===== src/rtl/univ_shift_reg_pkg.sv =====
// Shared definitions for the universal shift register: mode encoding
// used by the datapath, the shift counter control and the bench.
package univ_shift_reg_pkg;

  typedef enum logic [1:0] {
    MODE_HOLD = 2'b00,
    MODE_SHR  = 2'b01,
    MODE_SHL  = 2'b10,
    MODE_LOAD = 2'b11
  } mode_e;

  // True for the two modes that move one bit through the register.
  function automatic logic is_shift(input logic [1:0] mode);
    return (mode == MODE_SHR) || (mode == MODE_SHL);
  endfunction

endpackage


===== src/rtl/univ_shift_reg_sat_counter.sv =====
// Saturating up-counter that tracks serial shifts since the last load/reset.
// o_at_max is registered alongside the count so it rises on the same edge
// the count reaches MAX and never glitches from a compare.
module sat_counter #(
  parameter int MAX = 6,
  parameter int CW  = 3
) (
  input  logic          i_clock,
  input  logic          i_reset,
  input  logic          i_clr,
  input  logic          i_inc,
  output logic [CW-1:0] o_count,
  output logic          o_at_max
);

  logic [CW-1:0] r_count;
  logic          r_at_max;

  // Reset and clear restart the word; increments stop at MAX (no wrap).
  always_ff @(posedge i_clock) begin
    if (i_reset) begin
      r_count  <= '0;
      r_at_max <= 1'b0;
    end else if (i_clr) begin
      r_count  <= '0;
      r_at_max <= 1'b0;
    end else if (i_inc && (r_count != CW'(MAX))) begin
      r_count  <= r_count + CW'(1);
      r_at_max <= (r_count == CW'(MAX - 1));
    end
  end

  assign o_count  = r_count;
  assign o_at_max = r_at_max;

endmodule


===== src/rtl/univ_shift_reg.sv =====
// Universal shift register: hold, shift right, shift left, parallel load,
// with optional rotate. Counts shifts since the last load/reset and flags
// when a full word has passed through.
module univ_shift_reg
  import univ_shift_reg_pkg::*;
#(
  parameter  int               WIDTH     = 6,
  parameter  logic [WIDTH-1:0] RESET_VAL = '0,
  localparam int               CW        = $clog2(WIDTH + 1)
) (
  input  logic             i_clock,
  input  logic             i_reset,
  input  logic [1:0]       i_mode,
  input  logic             i_rotate,
  input  logic             i_sir,
  input  logic             i_sil,
  input  logic [WIDTH-1:0] i_d,
  output logic [WIDTH-1:0] o_q,
  output logic             o_sor,
  output logic             o_sol,
  output logic [CW-1:0]    o_count,
  output logic             o_full
);

  logic [WIDTH-1:0] r_q;
  logic             w_right_in;
  logic             w_left_in;
  logic             w_inc;
  logic             w_clr;

  // In rotate mode the bit leaving one end re-enters at the other.
  assign w_right_in = i_rotate ? r_q[0]       : i_sir;
  assign w_left_in  = i_rotate ? r_q[WIDTH-1] : i_sil;

  assign w_inc = is_shift(i_mode);
  assign w_clr = (i_mode == MODE_LOAD);

  // Datapath register; reset wins over every mode.
  always_ff @(posedge i_clock) begin
    if (i_reset) begin
      r_q <= RESET_VAL;
    end else begin
      case (mode_e'(i_mode))
        MODE_HOLD: r_q <= r_q;
        MODE_SHR:  r_q <= {w_right_in, r_q[WIDTH-1:1]};
        MODE_SHL:  r_q <= {r_q[WIDTH-2:0], w_left_in};
        MODE_LOAD: r_q <= i_d;
        default:   r_q <= r_q;
      endcase
    end
  end

  sat_counter #(
    .MAX (WIDTH),
    .CW  (CW)
  ) u_shift_cnt (
    .i_clock  (i_clock),
    .i_reset  (i_reset),
    .i_clr    (w_clr),
    .i_inc    (w_inc),
    .o_count  (o_count),
    .o_at_max (o_full)
  );

  assign o_q   = r_q;
  assign o_sor = r_q[0];
  assign o_sol = r_q[WIDTH-1];

endmodule


===== config.mk =====
export PLATFORM = sky130hd
export DESIGN_NAME = univ_shift_reg
export DESIGN_NICKNAME = d
export VERILOG_FILES = /design/src/rtl/univ_shift_reg_pkg.sv /design/src/rtl/univ_shift_reg_sat_counter.sv /design/src/rtl/univ_shift_reg.sv
export SDC_FILE = /design/constraint.sdc
export NUM_CORES = 1
export LEC_CHECK = 0
export ABC_AREA = 1
export BUFFER_PORTS_ARGS = -buffer_cell sky130_fd_sc_hd__buf_2
export CORE_MARGIN = 3
export CORE_UTILIZATION = 47
export CTS_CLUSTER_SIZE = 10
export DETAILED_ROUTE_END_ITERATION = 8
export HOLD_SLACK_MARGIN = 0.05
export PLACE_DENSITY = 0.88
export SETUP_SLACK_MARGIN = 0.2
export SLEW_MARGIN = 20
export SYNTH_ARGS = -nofsm -noshare
export SYNTH_HDL_FRONTEND = slang
export SYNTH_SLANG_ARGS = --single-unit
export TNS_END_PERCENT = 30

===== constraint.sdc =====
create_clock -name i_clock -period 1.3 [get_ports i_clock]
set_input_delay 0.195 -clock i_clock [delete_from_list [all_inputs] [get_ports i_clock]]
set_output_delay 0.195 -clock i_clock [all_outputs]
set_load 0.01 [all_outputs]

==> results of run 1 <==
-- final cells by class --
cell class	count	area [µm²]
well taps	15	18.8
clock buffers	4	36.3
fillers	125	488
repair buffers	25	128
multi-input cells	64	374
flip-flops and latches	10	203
inverters	23	86.3
-- kinds of logic after synthesis --
| group | Yosys count | synth area share |
|---|---|---|
| simple gates | 37 | 0.255 |
| compound gates | 19 | 0.142 |
| buf+inv | 27 | 0.171 |
| xor+xnor | 1 | 0.0128 |
| flops | 10 | 0.291 |
| fa+ha+maj | 7 | 0.127 |
-- routing by layer --
layer	part of all wire	routed length (µm)	vias up
li1	-	-	362
met1	0.41	587	305
met2	0.50	710	21
met3	0.076	108	2
met4	0.0078	11	0
met5	0	0	-
-- worst paths after layout --
kind / start / endpoint / slack (ns) / cells after the start
setup / recovery: u_shift_cnt.o_count[0] / u_shift_cnt.o_count[2] / 0.24 / 7
hold reg to reg: u_shift_cnt.o_count[0] / u_shift_cnt.o_count[0] / 0.50 / 2
setup reg to reg: u_shift_cnt.o_count[0] / u_shift_cnt.o_count[2] / 0.24 / 7
hold / removal: i_d[1] / o_q[1] / 0.22 / 5
-- cell usage after synthesis --
master	count	area [µm²]
nand3_1	10	50.1
a21oi_1	15	75.1
ha_1	7	87.6
dfxtp_1	10	200
o21ai_0	3	15.0
nand2_1	23	86.3
a21boi_0	1	7.51
xor2_1	1	8.76
nor2_1	2	7.51
buf_6	1	11.3
inv_1	23	86.3
buf_4	2	15.0
buf_2	1	5.00
nor2_4	1	11.3
nor2_8	1	20.0
-- what timing repair did --
item,4_1_cts,5_1_grt
gates resized for setup,3,3
endpoints found under the hold margin,0,0
setup buffers,1,0
setup endpoints to repair,4,9
pin swaps,0,0
-- critical path, delay by kind of cell, from the launching register on --
family / cells / cell delay (ns)
DFF: 1 / 0.33
and+or+nand+nor: 3 / 0.20
adders and majority gates: 1 / 0.18
buffers and inverters: 2 / 0.15
AOI/OAI and AO/OA: 1 / 0.13
-- power groups by stage --
stage	Clock (µW)	Sequential [µW]	Combinational, µW
after detailed placement	0	359	190
final	281	352	199
after global placement	0	358	184
after floorplan	0	367	121
after global routing	311	354	225
after CTS	295	351	199
-- placed cells by master, fill, tap and decap left out --
cell type / n
a21boi_1: 1
a21oi_1: 15
buf_2: 24
buf_4: 1
clkbuf_4: 3
clkbuf_8: 1
dfxtp_1: 8
dfxtp_2: 2
ha_1: 6
ha_2: 1
inv_1: 22
inv_2: 1
nand2_1: 22
nand2_2: 1
nand3_1: 10
nor2_1: 2
nor2_4: 1
nor2_8: 1
o21ai_0: 2
o21ai_1: 1
xor2_1: 1
-- registers in the layout, summed over array words and instances, names as in the netlist --
name / flops
u_shift_cnt.o_at_max: 1
u_shift_cnt.o_count: 3
o_q: 6
-- through the flow --
stage          hold WS, ns  power, µW  setup WS [ns]
3_3_place_gp         0.483        542         0.0425
6_report             0.215        832          0.235
3_5_place_dp         0.486        549        0.00886
5_1_grt              0.222        890          0.161
2_1_floorplan        0.340        488          0.195
4_1_cts              0.211        844          0.187
==> metrics.txt, run 1 <==
CTS Buf Count 3; port bufs 24; P per Cell Area 984 nW/µm²; DRT Pass-1 Iters 4; row count 13; sequential share of power 0.423; Max stage delay cell, worst path dfxtp_2; GRT met1 Usage 0.180; Initial Util 0.515; Clk network pwr share 0.338; antenna fix cells 0; P_int 586 µW; mapped cell area 687 µm²; Clock Latency Late Sink 0.26 ns; final-report max-slew violation count 0; share of cells above drive strength 1 0.286; total negative slack 0 ns; Pleak 0.000494 µW; largest net degree at the start of global routing 13; Post-Syn Nets 121; Cells after Synth 101; DRT iter0 DRCs 6; Avg Cell Area, Syn 6.80 µm²; Worst Path Max Fanout 5; Top cell by count, worst path nand2_1; maximum vdd drop 0.000543 V; CTS tree built; DRC Markers 0; status completed; die area 1960 µm²; total track usage 0.156; Core Box Area 1330 µm²; NumNets Final 147; Sw Ratio 0.296; post-DP HPWL 1110 µm; grt met2 use 0.262; fin util 0.634; clock period minus worst slack 1.06 ns; MaxCap Viol Count 0; die width 44.2 µm; endpoints failing setup 0; antenna violations before repair 0; net switching power 246 µW; endpoints failing hold 0; Worst Setup Start Kind register; relative slew slack 0.740; Synth warnings 0; DP Area 796 µm²; critical path class reg2reg; vias in the first global route 583; H-tree depth 1; GPL Wtd Cong 0.852; Final Routed Wirelength 1420 µm; placed insts 136; crit end category register; crit-path max cell delay 0.33 ns; unrepaired setup endpoints after global routing true; crit-path cells inv_1 -> ha_1 -> nand2_1 -> nand2_2 -> inv_2 -> nand2_1 -> a21boi_1; Critical Path RT 1.49 ns; combinational share of power 0.239; Layout area overhead 23.1%; die height 44.2 µm; GRT overflow 0; Clock Pin Slew Worst Setup and Hold Paths 0.07 ns; design area 846 µm²; first-pass GRT wire length 2270 µm; routed vias/inst 4.89; Antenna Nets Post-Route 0; Clock Skew 0.00313 ns; Non-Filler Instances 141; Yosys cell types 15; worst slew pin tran 0.391 ns; io pins 25; Post-CTS Hold Fix Bufs 0; CTS Root Cell clkbuf_4; Hold Path Class in2reg; Seq/Total Area, Yosys 0.291; CTS Sinks 10; period utilization 0.819; CP arrival 1.26 ns; Synth Register Bits 10; grt peak-use layer met2; Clock Path Buffers 2; routing usage on met3 0.0366; Highest Clock Rate 939 MHz; Via Count 690; routed len/inst 10.1 µm
No activity file was read; power rests on OpenSTA's default activity.
==> run 2: changes to the inputs <==
--- a/config.mk
+++ b/config.mk
@@ -8,11 +8,11 @@
 export ABC_AREA = 1
 export BUFFER_PORTS_ARGS = -buffer_cell sky130_fd_sc_hd__buf_2
 export CORE_MARGIN = 3
-export CORE_UTILIZATION = 47
+export CORE_UTILIZATION = 42
 export CTS_CLUSTER_SIZE = 10
 export DETAILED_ROUTE_END_ITERATION = 8
 export HOLD_SLACK_MARGIN = 0.05
-export PLACE_DENSITY = 0.88
+export PLACE_DENSITY = 0.84
 export SETUP_SLACK_MARGIN = 0.2
 export SLEW_MARGIN = 20
 export SYNTH_ARGS = -nofsm -noshare
==> constraint.sdc (replaced) <==
create_clock -name i_clock -period 0.9 [get_ports i_clock]
set_input_delay 0.135 -clock i_clock [delete_from_list [all_inputs] [get_ports i_clock]]
set_output_delay 0.135 -clock i_clock [all_outputs]
set_load 0.01 [all_outputs]
==> run 2 against run 1 <==
The run now ends with setup timing left. Cell area increased by 25%. Count of clock-buffer cells in the layout unchanged. Sequential share of layout area decreased by 2.9 points. Die area up 10%. Flip-flop and latch count unchanged. Sequential power increased by 50%. Clock power is 49% higher. Power grew 62%. Critical endpoint unchanged.
==> metrics.txt, run 2 (synthesis gave the netlist of run 1 again) <==
relative slew slack 0.759; CP arrival 1.23 ns; Worst Path Max Fanout 3; Via Count 719; critical path class reg2reg; Highest Signal Layer met4; failing checks setup timing; maximum vdd drop 0.000855 V; Hold Path Class in2reg; max reg flops 6; Post-CTS Hold Fix Bufs 0; first-pass GRT wire length 2580 µm; Highest Clock Rate 970 MHz; total track usage 0.172; CTS Sinks 10; unrepaired setup endpoints after global routing true; DRT Pass-1 Iters 4; NumNets Final 153; port bufs 24; crit end category register; GRT overflow 0; routed vias/inst 4.89; CTS tree built; routed len/inst 11.6 µm; die area 2160 µm²; die height 46.4 µm; antenna violations before repair 0; clock period minus worst slack 1.03 ns; met3 WL 145 µm; P per Cell Area 1270 nW/µm²; leading cell type in the layout, fill and taps excluded nand2_1; status finished, violations left; pre-CTS WS -0.331 ns; DRT iter0 DRCs 14; H-tree depth 1; Non-Filler Instances 147; Initial Util 0.485; Core Box Area 1420 µm²; period utilization 1.15; io pins 25; DRC Markers 0; antenna fix cells 0; endpoints failing hold 0; Final Routed Wirelength 1710 µm; Antenna Nets Post-Route 0; WP buf/inv 1; endpoints failing setup 7; placed insts 142; crit-path cells buf_6 -> ha_4 -> xor2_1 -> nand2_1 -> a21boi_1; post-DP HPWL 1190 µm; share of cells above drive strength 1 0.462; crit-path max cell delay 0.37 ns; MaxCap Viol Count 0; vias in the first global route 645; GPL Wtd Cong 0.904; routed metal-1 wire length 664 µm; Max stage delay cell, worst path dfxtp_4; Worst Setup Start Kind register; WL met2 853 µm; die width 46.4 µm; Fillers 102; Design Power 1350 µW; Pleak 0.000555 µW; largest net degree at the start of global routing 13; design area 1060 µm²; row count 13; worst slew pin tran 0.360 ns; Clock Pin Slew Worst Setup and Hold Paths 0.07 ns; Critical Path RT 1.10 ns; Clock Skew 0.00371 ns; final-report max-slew violation count 0; Clock Path Buffers 2; commonest non-fill, non-tap cells in the layout nand2_1, inv_1, a21oi_1; DP Area 847 µm²; largest delay contributor family on the critical path flip-flops; Layout area overhead 53.7%; Clock Latency Late Sink 0.27 ns; Setup WS post-layout -0.131 ns; CTS Buf Count 3; final hold slack 0.143 ns; CTS Root Cell clkbuf_4
[run 2: metal layers]
layer  vias to the layer above  GRT usage
met5                         -          0
met4                         0     0.0909
met3                         6     0.0625
met2                        27      0.316
met1                       313      0.164
li1                        373          -
[run 2: worst register-to-register path: stages (launching register included)]
cell	delay [ns]
dfxtp_4	0.37
buf_6	0.12
ha_4	0.15
xor2_1	0.14
nand2_1	0.06
a21boi_1	0.11
[run 2: final cells by class]
class                   count  area [µm²]  share of cell area
inverters                  23        91.3              0.0865
well taps                  15        18.8              0.0178
clock buffers               4        36.3              0.0344
flip-flops and latches     10         223               0.211
repair buffers             31         249               0.236
multi-input cells          64         438               0.415
[run 2: per-stage QoR]
stage               utilization  TNS, ns
global placement          0.599    -2.27
global route              0.746    -1.21
CTS                       0.685   -0.871
floorplan                     -   -0.748
detailed placement        0.599    -2.74
finish                    0.746   -0.814
[run 2: worst paths after layout]
path                            slack [ns]              startpoint  depth (start not counted)                     end
worst min register to register        0.53    u_shift_cnt.o_at_max                          2    u_shift_cnt.o_at_max
worst max register to register       -0.13  u_shift_cnt.o_count[0]                          5  u_shift_cnt.o_count[2]
worst min-delay path                  0.14                  i_d[1]                          5                  o_q[1]
worst max-delay path                 -0.13  u_shift_cnt.o_count[0]                          5  u_shift_cnt.o_count[2]
[run 2: where the power goes]
| part | switching [µW] | total (µW) | internal, µW |
|---|---|---|---|
| Clock | 172 | 418 | 246 |
| Combinational | 194 | 401 | 207 |
| Sequential | 47.5 | 527 | 480 |
| Total | 413 | 1350 | 933 |
[run 2: repair_timing]
item	in CTS	in global routing
endpoints found under the setup margin	22	22
resized for setup	22	20
pin swaps	7	4
buffers inserted	0	1
